**config.mk**
```make
export PLATFORM = sky130hd
export DESIGN_NAME = hvac_zone_scheduler
export DESIGN_NICKNAME = d
export VERILOG_FILES = /design/src/rtl/hvac_pkg.sv /design/src/rtl/zone_rr_pick.sv /design/src/rtl/hvac_zone_scheduler.sv
export SDC_FILE = /design/constraint.sdc
export NUM_CORES = 1
export LEC_CHECK = 0
export CAP_MARGIN = 30
export CORE_UTILIZATION = 30
export DETAILED_ROUTE_END_ITERATION = 10
export SYNTH_ARGS = -nofsm -noshare
export SYNTH_HDL_FRONTEND = slang
export SYNTH_SLANG_ARGS = --single-unit
```
**constraint.sdc**
```tcl
create_clock -name clk -period 2.3 [get_ports clk]
set_input_delay 0.46 -clock clk [delete_from_list [all_inputs] [get_ports clk]]
set_output_delay 0.46 -clock clk [all_outputs]
set_load 0.005 [all_outputs]
```
**src/rtl/hvac_pkg.sv**
```systemverilog
// Shared types and constants for the HVAC zone scheduler.
package hvac_pkg;

  typedef enum logic [1:0] {
    ST_IDLE   = 2'd0,
    ST_RUN    = 2'd1,
    ST_SWITCH = 2'd2,
    ST_LOCK   = 2'd3
  } state_t;

  localparam int NUM_ZONES = 4;
  localparam int SP_W      = 7;

  localparam logic [SP_W-1:0] SP_MIN   = 7'd16;
  localparam logic [SP_W-1:0] SP_MAX   = 7'd30;
  localparam logic [SP_W-1:0] SP_RESET = 7'd22;

  // Keep a requested setpoint inside the range the AC controller accepts.
  function automatic logic [SP_W-1:0] clamp_sp(input logic [SP_W-1:0] sp);
    if (sp < SP_MIN) return SP_MIN;
    if (sp > SP_MAX) return SP_MAX;
    return sp;
  endfunction

  // Convert a one-hot zone vector into its zone index.
  function automatic logic [1:0] onehot_to_idx(input logic [NUM_ZONES-1:0] oh);
    logic [1:0] idx;
    idx = '0;
    for (int i = 0; i < NUM_ZONES; i++) begin
      if (oh[i]) idx = 2'(i);
    end
    return idx;
  endfunction

endpackage

```
**src/rtl/zone_rr_pick.sv**
```systemverilog
// Combinational round-robin picker: first requesting zone after 'last', with wrap.
module zone_rr_pick
  import hvac_pkg::*;
(
  input  logic [NUM_ZONES-1:0] req,
  input  logic [1:0]           last,
  output logic [NUM_ZONES-1:0] grant,
  output logic                 valid
);

  logic [1:0] idx;

  // Scan last+1, last+2, ... last+4 and take the first zone that requests.
  always_comb begin
    grant = '0;
    valid = 1'b0;
    idx   = '0;
    for (int i = 1; i <= NUM_ZONES; i++) begin
      idx = last + 2'(i);
      if (!valid && req[idx]) begin
        grant[idx] = 1'b1;
        valid      = 1'b1;
      end
    end
  end

endmodule

```
**src/rtl/hvac_zone_scheduler.sv**
```systemverilog
// Time-slices a single compressor across four zones with minimum run,
// damper settle and anti-short-cycle lockout, all counted in tick units.
module hvac_zone_scheduler
  import hvac_pkg::*;
#(
  parameter int MIN_RUN = 4,
  parameter int SLICE   = 16,
  parameter int LOCKOUT = 8,
  parameter int SWITCH  = 2
) (
  input  logic                      clk,
  input  logic                      reset,
  input  logic                      tick,
  input  logic [NUM_ZONES-1:0]      zone_req,
  input  logic [NUM_ZONES*SP_W-1:0] zone_setpoint,
  output logic [NUM_ZONES-1:0]      zone_grant,
  output logic                      ac_enable,
  output logic [SP_W-1:0]           setpoint_out,
  output logic [1:0]                state_out
);

  localparam logic [7:0] MIN_RUN_C = 8'(MIN_RUN);
  localparam logic [7:0] SLICE_C   = 8'(SLICE);
  localparam logic [7:0] LOCKOUT_C = 8'(LOCKOUT);
  localparam logic [7:0] SWITCH_C  = 8'(SWITCH);

  state_t                 state;
  state_t                 next_state;
  logic [7:0]             cnt;
  logic [NUM_ZONES-1:0]   grant_q;
  logic [1:0]             last_granted;
  logic [SP_W-1:0]        sp_q;

  logic [NUM_ZONES-1:0]   pick_grant;
  logic                   pick_valid;
  logic                   cnt_clear;
  logic                   load_grant;
  logic                   any_req;
  logic                   granted_req;
  logic                   other_req;

  zone_rr_pick u_pick (
    .req   (zone_req),
    .last  (last_granted),
    .grant (pick_grant),
    .valid (pick_valid)
  );

  assign any_req     = |zone_req;
  assign granted_req = |(zone_req & grant_q);
  assign other_req   = |(zone_req & ~grant_q);

  // State register; reset lands directly in IDLE, skipping the lockout.
  always_ff @(posedge clk) begin
    if (reset) begin
      state <= ST_IDLE;
    end else begin
      state <= next_state;
    end
  end

  // Next-state logic; conditions look at the registered cnt, and any
  // transition (or slice restart) clears cnt so a coincident tick is absorbed.
  always_comb begin
    next_state = state;
    cnt_clear  = 1'b0;
    load_grant = 1'b0;
    case (state)
      ST_IDLE: begin
        if (pick_valid) begin
          next_state = ST_RUN;
          cnt_clear  = 1'b1;
          load_grant = 1'b1;
        end
      end
      ST_RUN: begin
        if (cnt >= MIN_RUN_C) begin
          if (!any_req) begin
            next_state = ST_LOCK;
            cnt_clear  = 1'b1;
          end else if (other_req && (!granted_req || cnt >= SLICE_C)) begin
            next_state = ST_SWITCH;
            cnt_clear  = 1'b1;
          end else if (cnt >= SLICE_C) begin
            cnt_clear  = 1'b1;
          end
        end
      end
      ST_SWITCH: begin
        if (cnt >= SWITCH_C) begin
          cnt_clear = 1'b1;
          if (pick_valid) begin
            next_state = ST_RUN;
            load_grant = 1'b1;
          end else begin
            next_state = ST_LOCK;
          end
        end
      end
      ST_LOCK: begin
        if (cnt >= LOCKOUT_C) begin
          next_state = ST_IDLE;
          cnt_clear  = 1'b1;
        end
      end
      default: begin
        next_state = ST_IDLE;
        cnt_clear  = 1'b1;
      end
    endcase
  end

  // Tick counter, grant/round-robin history and the clamped setpoint register.
  always_ff @(posedge clk) begin
    if (reset) begin
      cnt          <= '0;
      grant_q      <= '0;
      last_granted <= 2'd3;
      sp_q         <= SP_RESET;
    end else begin
      if (cnt_clear) begin
        cnt <= '0;
      end else if (tick && cnt != 8'hFF) begin
        cnt <= cnt + 8'd1;
      end
      if (load_grant) begin
        grant_q      <= pick_grant;
        last_granted <= onehot_to_idx(pick_grant);
      end
      if (state == ST_RUN) begin
        sp_q <= clamp_sp(zone_setpoint[SP_W*last_granted +: SP_W]);
      end
    end
  end

  // Outputs decoded from state; dampers only open in RUN, compressor runs in RUN and SWITCH.
  always_comb begin
    zone_grant   = (state == ST_RUN) ? grant_q : '0;
    ac_enable    = (state == ST_RUN) || (state == ST_SWITCH);
    state_out    = state;
    setpoint_out = sp_q;
  end

endmodule

```
Word-level counts from Yosys, hierarchy flattened:

Cells that the tools add are included.

* output and inout bits: 14
* word-level logic and storage cells: 118
* bits in registers: 23
* input port bits: 35

* add/sub/neg operators: 4
* equal/unequal tests: 9
* mux-type cells: 57
* bitwise logic cells: 6
* reduce and logical (&&, ||, !) cells: 21
* magnitude comparators: 14
* multipliers: 1
* shift operators: 1

Operator list (count)
* $mux W1: 28
* $mux W7: 4
* $shiftx A28 B6 Y7: 1
* $mux W4: 5
* $mux W2: 9
* $lt A2 B3 Y1 const B: 4
* $or A4 B4 Y4: 3
* $reduce_or A4 Y1: 3
* $logic_and A1 B1 Y1: 9
* $add A8 B1 Y8 const B: 1
* $and A4 B4 Y4: 2
* $bmux W1 S2: 4
* $demux W1 S2: 4
* $ge A2 B1 Y1 const B: 4
* $ge A8 B2 Y1 const B: 1
* $ge A8 B3 Y1 const B: 1
* $ge A8 B4 Y1 const B: 1
* $ge A8 B5 Y1 const B: 1
* $ne A2 B2 Y1 const B: 4
* $ne A8 B8 Y1 const B: 1
* $pmux W2 S4: 1
* $gt A7 B5 Y1 const B: 1
* $lt A7 B5 Y1 const B: 1
* $mul A3 B2 Y5 const A: 1
* 13 further kinds: 19

Longest topological paths before layout:

Gate-level depths: netlist (run 1).

* word-level depth: 16
* gate-level depth with buffers: 9
* gate-level depth less buffers: 8

Modules after synthesis:

Synthesis (run 1) repeated with hierarchy kept, for this count alone.

* cell total of the unflattened synthesis: 210
* area, all modules: 1835.5 um^2

Modules (own cells, without submodules)
* hvac_zone_scheduler: cells each 162, area each 1420.1 um^2, times used 1
* zone_rr_pick: cells each 48, area each 415.4 um^2, times used 1

Worst setup path before layout (run 1):

Ideal clock, no wire load.

* path kind: reg-to-reg
* start point: register last_granted[0]
* end point: register grant_q[3]
* library setup time: 0.150 ns
* path buffers: 1
* data arrival time: 2.236 ns
* slack: -0.086 ns
* stages on the path, launching flop included: 10
* clock period less this slack: 2.386 ns
* cells stage by stage: dfxtp_1 buf_2 inv_1 ha_1 mux4_2 a31o_2 a221oi_1 o2bb2ai_1 inv_2 a211oi_2

* longest elaborated chain between the ends: 16

Ends and longest elaborated chain
* start, declared: RTL line hvac_zone_scheduler.sv:31 `logic [1:0] last_granted;`
* start signal, assigned: RTL line hvac_zone_scheduler.sv:128 `last_granted <= onehot_to_idx(pick_grant);`
* $add A2 B1 Y2: RTL line zone_rr_pick.sv:19 `idx = last + 2'(i);`
* $bmux W1 S2: RTL line zone_rr_pick.sv:20 `if (!valid && req[idx]) begin`
* $mux W1 (implied by the code): RTL line zone_rr_pick.sv:20
* $mux W1: RTL line zone_rr_pick.sv:20
* $logic_not A1 Y1: RTL line zone_rr_pick.sv:20
* $logic_and A1 B1 Y1: RTL line zone_rr_pick.sv:20
* $mux W1: RTL line zone_rr_pick.sv:20
* $logic_not A1 Y1: RTL line zone_rr_pick.sv:20
* $logic_and A1 B1 Y1: RTL line zone_rr_pick.sv:20
* $mux W1: RTL line zone_rr_pick.sv:20
* $logic_not A1 Y1: RTL line zone_rr_pick.sv:20
* $logic_and A1 B1 Y1: RTL line zone_rr_pick.sv:20
* $mux W1: RTL line zone_rr_pick.sv:20
* $mux W1: RTL line hvac_zone_scheduler.sv:70, hvac_zone_scheduler.sv:92
* $mux W1: RTL line hvac_zone_scheduler.sv:90 `if (cnt >= SWITCH_C) begin`
* $pmux W1 S2: RTL line hvac_zone_scheduler.sv:68 `case (state)`
* end signal, assigned: RTL line hvac_zone_scheduler.sv:127 `grant_q <= pick_grant;`
* end, declared: RTL line hvac_zone_scheduler.sv:30 `logic [NUM_ZONES-1:0] grant_q;`

Parallel ways exist; a longest one is shown, timed or not. The select of a mux whose other input is x is not followed.
A chain may end at the register's enable or synchronous reset.

Worst setup path after layout (run 1):

* start point: register state[0] (netlist: state_out[0])
* end point: output port zone_grant[1]

* longest elaborated chain between the ends: 2

Ends and longest elaborated chain
* start, declared: RTL line hvac_zone_scheduler.sv:27 `state_t state;`
* start signal, assigned: RTL line hvac_zone_scheduler.sv:58 `state <= next_state;`
* $eq A2 B1 Y1: RTL line hvac_zone_scheduler.sv:138 `zone_grant = (state == ST_RUN) ? grant_q : '0;`
* $mux W4: RTL line hvac_zone_scheduler.sv:138
* end, declared: RTL line hvac_zone_scheduler.sv:16 `output logic [NUM_ZONES-1:0] zone_grant,`

Every way passes these cells.

==> reports/metrics.yaml, run 1 <==
regArea_um2: 462
drc: 0
rsz0062_at_grt: "no"
routedWlPerCell_um: 12.2
drive_gt1_share_pct: 16.5
irDropWorstVdd_v: 0.000322
nFillCells: 598
grt.total_usage_pct: 14.3
arrival_ns: 1.69
p_int_mw: 1.25
leakagePower_nw: 0.979
via_count: 1727
setup_slack_ns: 0.149
syn_avg_cell_area_um2: 8.65
htreeDepth: 1
antenna_found_initial: 0
grt_pass1_wl_mm: 7.24
synth_most_common_cell: "nor2_1"
dieArea_um2: 6400
cts.clk_slew.worst_paths_ns: 0.08
synth_seq_cells: 23
dpl_worst_slack_ns: -0.117
synth_top_family_by_area: "simple AND/OR/NAND/NOR gates"
period_minus_slack_ns: 2.15
cts_made_buffers: 3
final_cell_area_um2: 2560
instances_no_fill: 348
port_buffers: 48
grt_max_degree: 18
routed_wl_mm: 4.24
dr.pass1.iters: 4
hold_viol: 0
clkPwrFrac_pct: 12.3
syn_nets: 260
run_status: "finished, final reports clean"
whs_ns: 0.455
clock_latency_ns: 0.27
cp-end-kind: "output port"
core_area_um2: 5890
syn_to_final_growth_pct: 40.2
muxShareOfSynthArea_pct: 12.6
maxSlewHeadroom_pct: 55.6
grt_overflow: 0
die_x_um: 80.0
clock-sinks: 23
post-cts-setup-buffer-count: 0
num_rows: 28
grt_pass1_vias: 1638
synth_edf_count: 0
final-setup-viol-count: 0
finalPower_mw: 2.09
synth_fa_ha_area_share_pct: 9.60
async_flop_share_pct: 0
ioPinCount: 49
worstPathRequired_ns: 1.84
synthSimpleGateAreaFrac_pct: 23.5
p_per_area_nw_per_um2: 817
cp_max_fo: 10
drv_slew: 0
yosysWarnings: 0
dr.first_iter.drc_count: 70
synthXorXnorAreaFrac_pct: 3.36
drt-vias-per-instance: 4.96
n_antenna_cell: 0
max_freq_ghz: 0.465
ys_types: 53
syn_inst: 211
pwr-share-seq_pct: 26.4
synth_area_leaders: "dfxtp_1 (25%), ha_1 (9.6%), mux4_2 (7.4%), nor2_1 (5.3%), nand2_1 (2.9%)"
dp_cells: 344
gp_congestion: 0.794
finalClockSkew_ns: 0.00451
min_path_type: "flip-flop to flip-flop"
synth_compound_area_share_pct: 19.6
maxCapViolations: 0
netlist_top_cells_count: "nor2_1 (26), dfxtp_1 (23), ha_1 (14), nand2_1 (14), inv_1 (12)"
crit_type: "flip-flop to output port"
synth-seq-area-share_pct: 25.2
die_h_um: 80.0
ff2ff_setup_slack_ns: 0.22
nets: 323
pwr-share-comb_pct: 61.3
cts_root_buf: "clkbuf_8"
cts_tree: "yes"
worst_pin_slew_ns: 0.666
synth_largest_area_cell: "dfxtp_1"
utilization_pct: 43.5
switchingPower_mw: 0.839
drtAntennaViolNets: 0
swShare_pct: 40.1
crit_path_start_kind: "flip-flop"
cts.path.max_buffers: 2
multi_input_area_um2: 1270
netlist_area_um2: 1830
yosys.area.top_type_share_pct: 25.2
place_hpwl_mm: 3.39
finalSetupTns_ns: 0
placed_area_um2: 2490
synth_flop_cell: "dfxtp_1"
finalCritPeriodShare_pct: 93.5
start_util_pct: 31.0
## registers in the layout, summed over array words and instances (netlist names)
register,count
grant_q,4
state_out,2
setpoint_out,7
last_granted,2
cnt,8
## layout make-up
type / count / share of cell area, %
Clock buffer: 3 / 1.61
Clock inverter: 1 / 0.293
Inverter: 13 / 1.91
Multi-Input combinational cell: 165 / 49.8
Sequential cell: 23 / 18.0
Tap cell: 75 / 3.67
Timing Repair Buffer: 68 / 24.6
## worst max-delay path: stages, from the launching register on
cell and delay [ns]:
dfxtp_1 0.46, ha_4 0.24, inv_1 0.07, nor2_1 0.14, clkdlybuf4s50_1 0.52
## cells by family (layout without fill, tap and decap cells)
kind of cell	count (synthesis)	count (layout)
AND/OR/NAND/NOR	83	83
AO/OA/AOI/OAI	47	47
adder cells (fa/ha/maj)	14	14
XOR/XNOR	7	7
buffers and inverters	23	85
multiplexers	14	14
flip-flops	23	23
## power groups by stage
stage	clock network [mW]	registers [mW]	logic (mW)
5_1_grt	0.284	0.565	1.43
6_report	0.257	0.552	1.28
3_3_place_gp	0	0.559	1.26
4_1_cts	0.266	0.548	1.28
2_1_floorplan	0	0.559	0.817
3_5_place_dp	0	0.556	1.26
## cell usage in the layout (no fill, tap or decap), types with 2 or more instances in the layout
| cell | n |
|---|---|
| clkdlybuf4s50_1 | 48 |
| nor2_1 | 26 |
| dfxtp_1 | 22 |
| buf_4 | 20 |
| nand2_1 | 14 |
| ha_1 | 13 |
| inv_1 | 11 |
| a21oi_1 | 9 |
| nand3_1 | 8 |
| o21ai_0 | 7 |
| mux4_2 | 6 |
| nor2b_1 | 6 |
| nor3_1 | 5 |
| mux2i_1 | 5 |
| nand2b_1 | 5 |
| and2_1 | 4 |
| xor2_1 | 4 |
| a21o_1 | 3 |
| nand4_1 | 3 |
| xnor2_1 | 3 |
| a311oi_1 | 3 |
| clkbuf_8 | 3 |
| inv_2 | 2 |
| a22oi_1 | 2 |
| mux2_2 | 2 |
| o22ai_1 | 2 |
| o2bb2ai_1 | 2 |
| a31oi_1 | 2 |
| nor3b_1 | 2 |
| a2111oi_0 | 2 |
| and3_1 | 2 |
| a211oi_1 | 2 |
## what timing repair did
item	4_1_cts	5_1_grt
cloned	0	0
pin swaps	0	0
resized for setup	1	4
hold buffers	0	0
endpoints found under the setup margin	2	5
## per-layer routing
metal  global-route usage (%)  up-vias  share of wire [%]
met5                        0        -                  0
met4                     4.29        0                1.2
met3                     4.00        6                6.1
met2                     24.3       52                 46
met1                     17.4      776                 47
li1                         -      893                  -
## path summary, 6_finish.rpt
kind / cells past startpoint / endpoint / from
worst max-delay path: 4 / zone_grant[1] / state_out[0]
worst min-delay path: 1 / setpoint_out[4] / setpoint_out[4]
worst max register to register: 8 / last_granted[0] / last_granted[1]
worst min register to register: 1 / setpoint_out[4] / setpoint_out[4]
No activity file was read; power rests on OpenSTA's default activity.
==> inputs of run 2 (changes only) <==
--- a/config.mk
+++ b/config.mk
@@ -6,6 +6,8 @@
 export NUM_CORES = 1
 export LEC_CHECK = 0
 export CAP_MARGIN = 30
+export CORE_ASPECT_RATIO = 0.5
+export CORE_MARGIN = 4
 export CORE_UTILIZATION = 30
 export DETAILED_ROUTE_END_ITERATION = 10
 export SYNTH_ARGS = -nofsm -noshare
==> constraint.sdc (replaced) <==
create_clock -name clk -period 2.6 [get_ports clk]
set_input_delay 0.52 -clock clk [delete_from_list [all_inputs] [get_ports clk]]
set_output_delay 0.52 -clock clk [all_outputs]
set_load 0.005 [all_outputs]
==> reports/metrics.yaml, run 2 (synthesis results as in run 1) <==
cp-end-kind: "output port"
min-delay-start: "setpoint_out[0]"
finalClockSkew_ns: 0.00226  # -0.00225 ns
utilization_pct: 43.3  # -0.16 points
maxCapViolations: 0  # unchanged
nets: 309  # -4.3%
cts_root_buf: "clkbuf_16"
final-setup-viol-count: 0  # unchanged
start_util_pct: 32.1  # +1.1 points
grt.total_usage_pct: 12.3  # -2.0 points
via_count: 1703  # -1.4%
core_area_um2: 5680  # -3.5%
num_rows: 19  # -32%
hold_end: "setpoint_out[0]"
drt-vias-per-instance: 5.13  # +3.4%
die_h_um: 63.2  # -21%
drtAntennaViolNets: 0  # unchanged
final_cell_area_um2: 2460  # -3.8%
clock-sinks: 23  # unchanged
n_antenna_cell: 0  # unchanged
place_hpwl_mm: 3.54  # +4.5%
largest_reg_flops: 8  # unchanged
cts_made_buffers: 3  # unchanged
run_status: "finished, final reports clean"
grt_overflow: 0  # unchanged
nFillCells: 547  # -8.5%
postCtsHoldBufs: 0  # unchanged
die_x_um: 118  # +48%
final_common_cell: "clkdlybuf4s50_1"
regArea_um2: 460  # -0.27%
whs_path_depth: 2  # +1
cts_tree: "yes"
crit_path_start_kind: "flip-flop"
r2r-end: "last_granted[0]"
maxSlewHeadroom_pct: 44.7  # -11 points
reg2reg_from: "last_granted[0]"
arrival_ns: 1.82  # +0.13 ns
drive_gt1_share_pct: 10.8  # -5.7 points
crit_buf_inv: 3  # +1
routedWlPerCell_um: 13.6  # +11%
dr.pass1.iters: 4  # unchanged
crit_slowest_cell: "clkdlybuf4s50_1"
largest_register: "cnt"
dr.first_iter.drc_count: 68  # -2.9%
instances_no_fill: 332  # -4.6%
routed_wl_mm: 4.50  # +6.2%
grt_max_degree: 27  # +9
leakagePower_nw: 0.925  # -5.5%
multi_input_area_um2: 1260  # -1.5%
cts.clk_slew.worst_paths_ns: 0.06  # -0.02 ns
dieArea_um2: 7470  # +17%
htreeDepth: 1  # unchanged
worstPathRequired_ns: 2.08  # +0.24 ns
crit_chain: "inv_1 > ha_2 > inv_1 > nor2_1 > clkdlybuf4s50_1"
cp_common_cell: "inv_1"
clock_latency_ns: 0.25  # -0.02 ns
min_path_type: "flip-flop to flip-flop"
final_cell_mix: "clkdlybuf4s50_1 (48), nor2_1 (26), dfxtp_1 (23), nand2_1 (14), ha_1 (13)"
cts.path.max_buffers: 2  # unchanged
hold_viol: 0  # unchanged
drc: 0  # unchanged
antenna_found_initial: 0  # unchanged
worst_r2r_path_depth: 7  # -1
ioPinCount: 49  # unchanged
drv_slew: 0  # unchanged
cp_max_fo: 10  # unchanged
syn_to_final_growth_pct: 34.8
slowest_delay_ns: 0.50  # -0.02 ns
dp_cells: 328  # -4.7%
irDropWorstVdd_v: 0.000260  # -19%
ff2ff_setup_slack_ns: 0.41  # +0.19 ns
placed_area_um2: 2380  # -4.4%
worst_pin_slew_ns: 0.829  # +0.163 ns
max_freq_ghz: 0.427
whs_ns: 0.454  # -0.000890 ns
grt_pass1_wl_mm: 7.85  # +8.4%
port_buffers: 48  # unchanged
period_minus_slack_ns: 2.34
p_per_area_nw_per_um2: 764  # -6.4%
critPathTopFamily: "buffers and inverters"
finalSetupTns_ns: 0  # unchanged
finalCritPeriodShare_pct: 90.2
gp_congestion: 0.829  # +4.5%
rsz0062_at_grt: "no"
crit_type: "flip-flop to output port"
grt_pass1_vias: 1646  # +0.49%
==> run 2: per-layer routing <==
metal | GRT usage, % | routed length, um | vias to the layer above
met5 | 0 | 0 | -
met3 | 2.06 | 142 | 2
li1 | - | - | 860
met2 | 20.4 | 2100 | 37
met4 | 2.48 | 12 | 0
met1 | 16.8 | 2250 | 804
==> run 2: power by group <==
| group | leakage [nW] | internal (mW) | switching (mW) | total [mW] |
|---|---|---|---|---|
| clock | 0.0382 | 0.209 | 0.119 | 0.328 |
| combinational | 0.699 | 0.517 | 0.554 | 1.07 |
| sequential | 0.188 | 0.420 | 0.0624 | 0.483 |
| total | 0.925 | 1.15 | 0.735 | 1.88 |
==> run 2: area by class of cell <==
type | count | area share [%]
multi-input combinational | 165 | 51.0
sequential | 23 | 18.7
clock buffer | 4 | 3.20
timing repair buffer | 54 | 21.4
inverter | 13 | 1.98
tap | 73 | 3.71
==> run 2: worst reg2reg max path, cell delays in order (launching register included) <==
cell and delay (ns):
dfxtp_1 0.35, buf_4 0.32, mux4_2 0.59, a31o_1 0.22
a221oi_2 0.19, o2bb2ai_1 0.16, a21o_1 0.18, a31oi_1 0.12
==> run 2: worst max-delay path by stage <==
stage                               start         endpoint  slack [ns]  cells after the start
after global routing         state_out[1]    zone_grant[1]        0.09                      5
after global placement        zone_req[3]  last_granted[1]        0.12                      7
after floorplan           last_granted[0]       grant_q[3]        0.21                      9
final                        state_out[1]    zone_grant[1]        0.26                      5
after CTS                    state_out[1]    zone_grant[1]        0.11                      5
after detailed placement      zone_req[3]  last_granted[0]        0.03                      7
==> run 2: repair_timing <==
| action | CTS | global route |
|---|---|---|
| setup buffers | 0 | 0 |
| resized for setup | 0 | 1 |
| endpoints found under the setup margin | 0 | 1 |
==> run 2: metrics by stage <==
step	worst slack [ns]	power [mW]
after floorplan	0.214	1.21
after global placement	0.123	1.54
after detailed placement	0.0309	1.56
after CTS	0.109	1.89
after global routing	0.0944	2.04
final	0.256	1.88
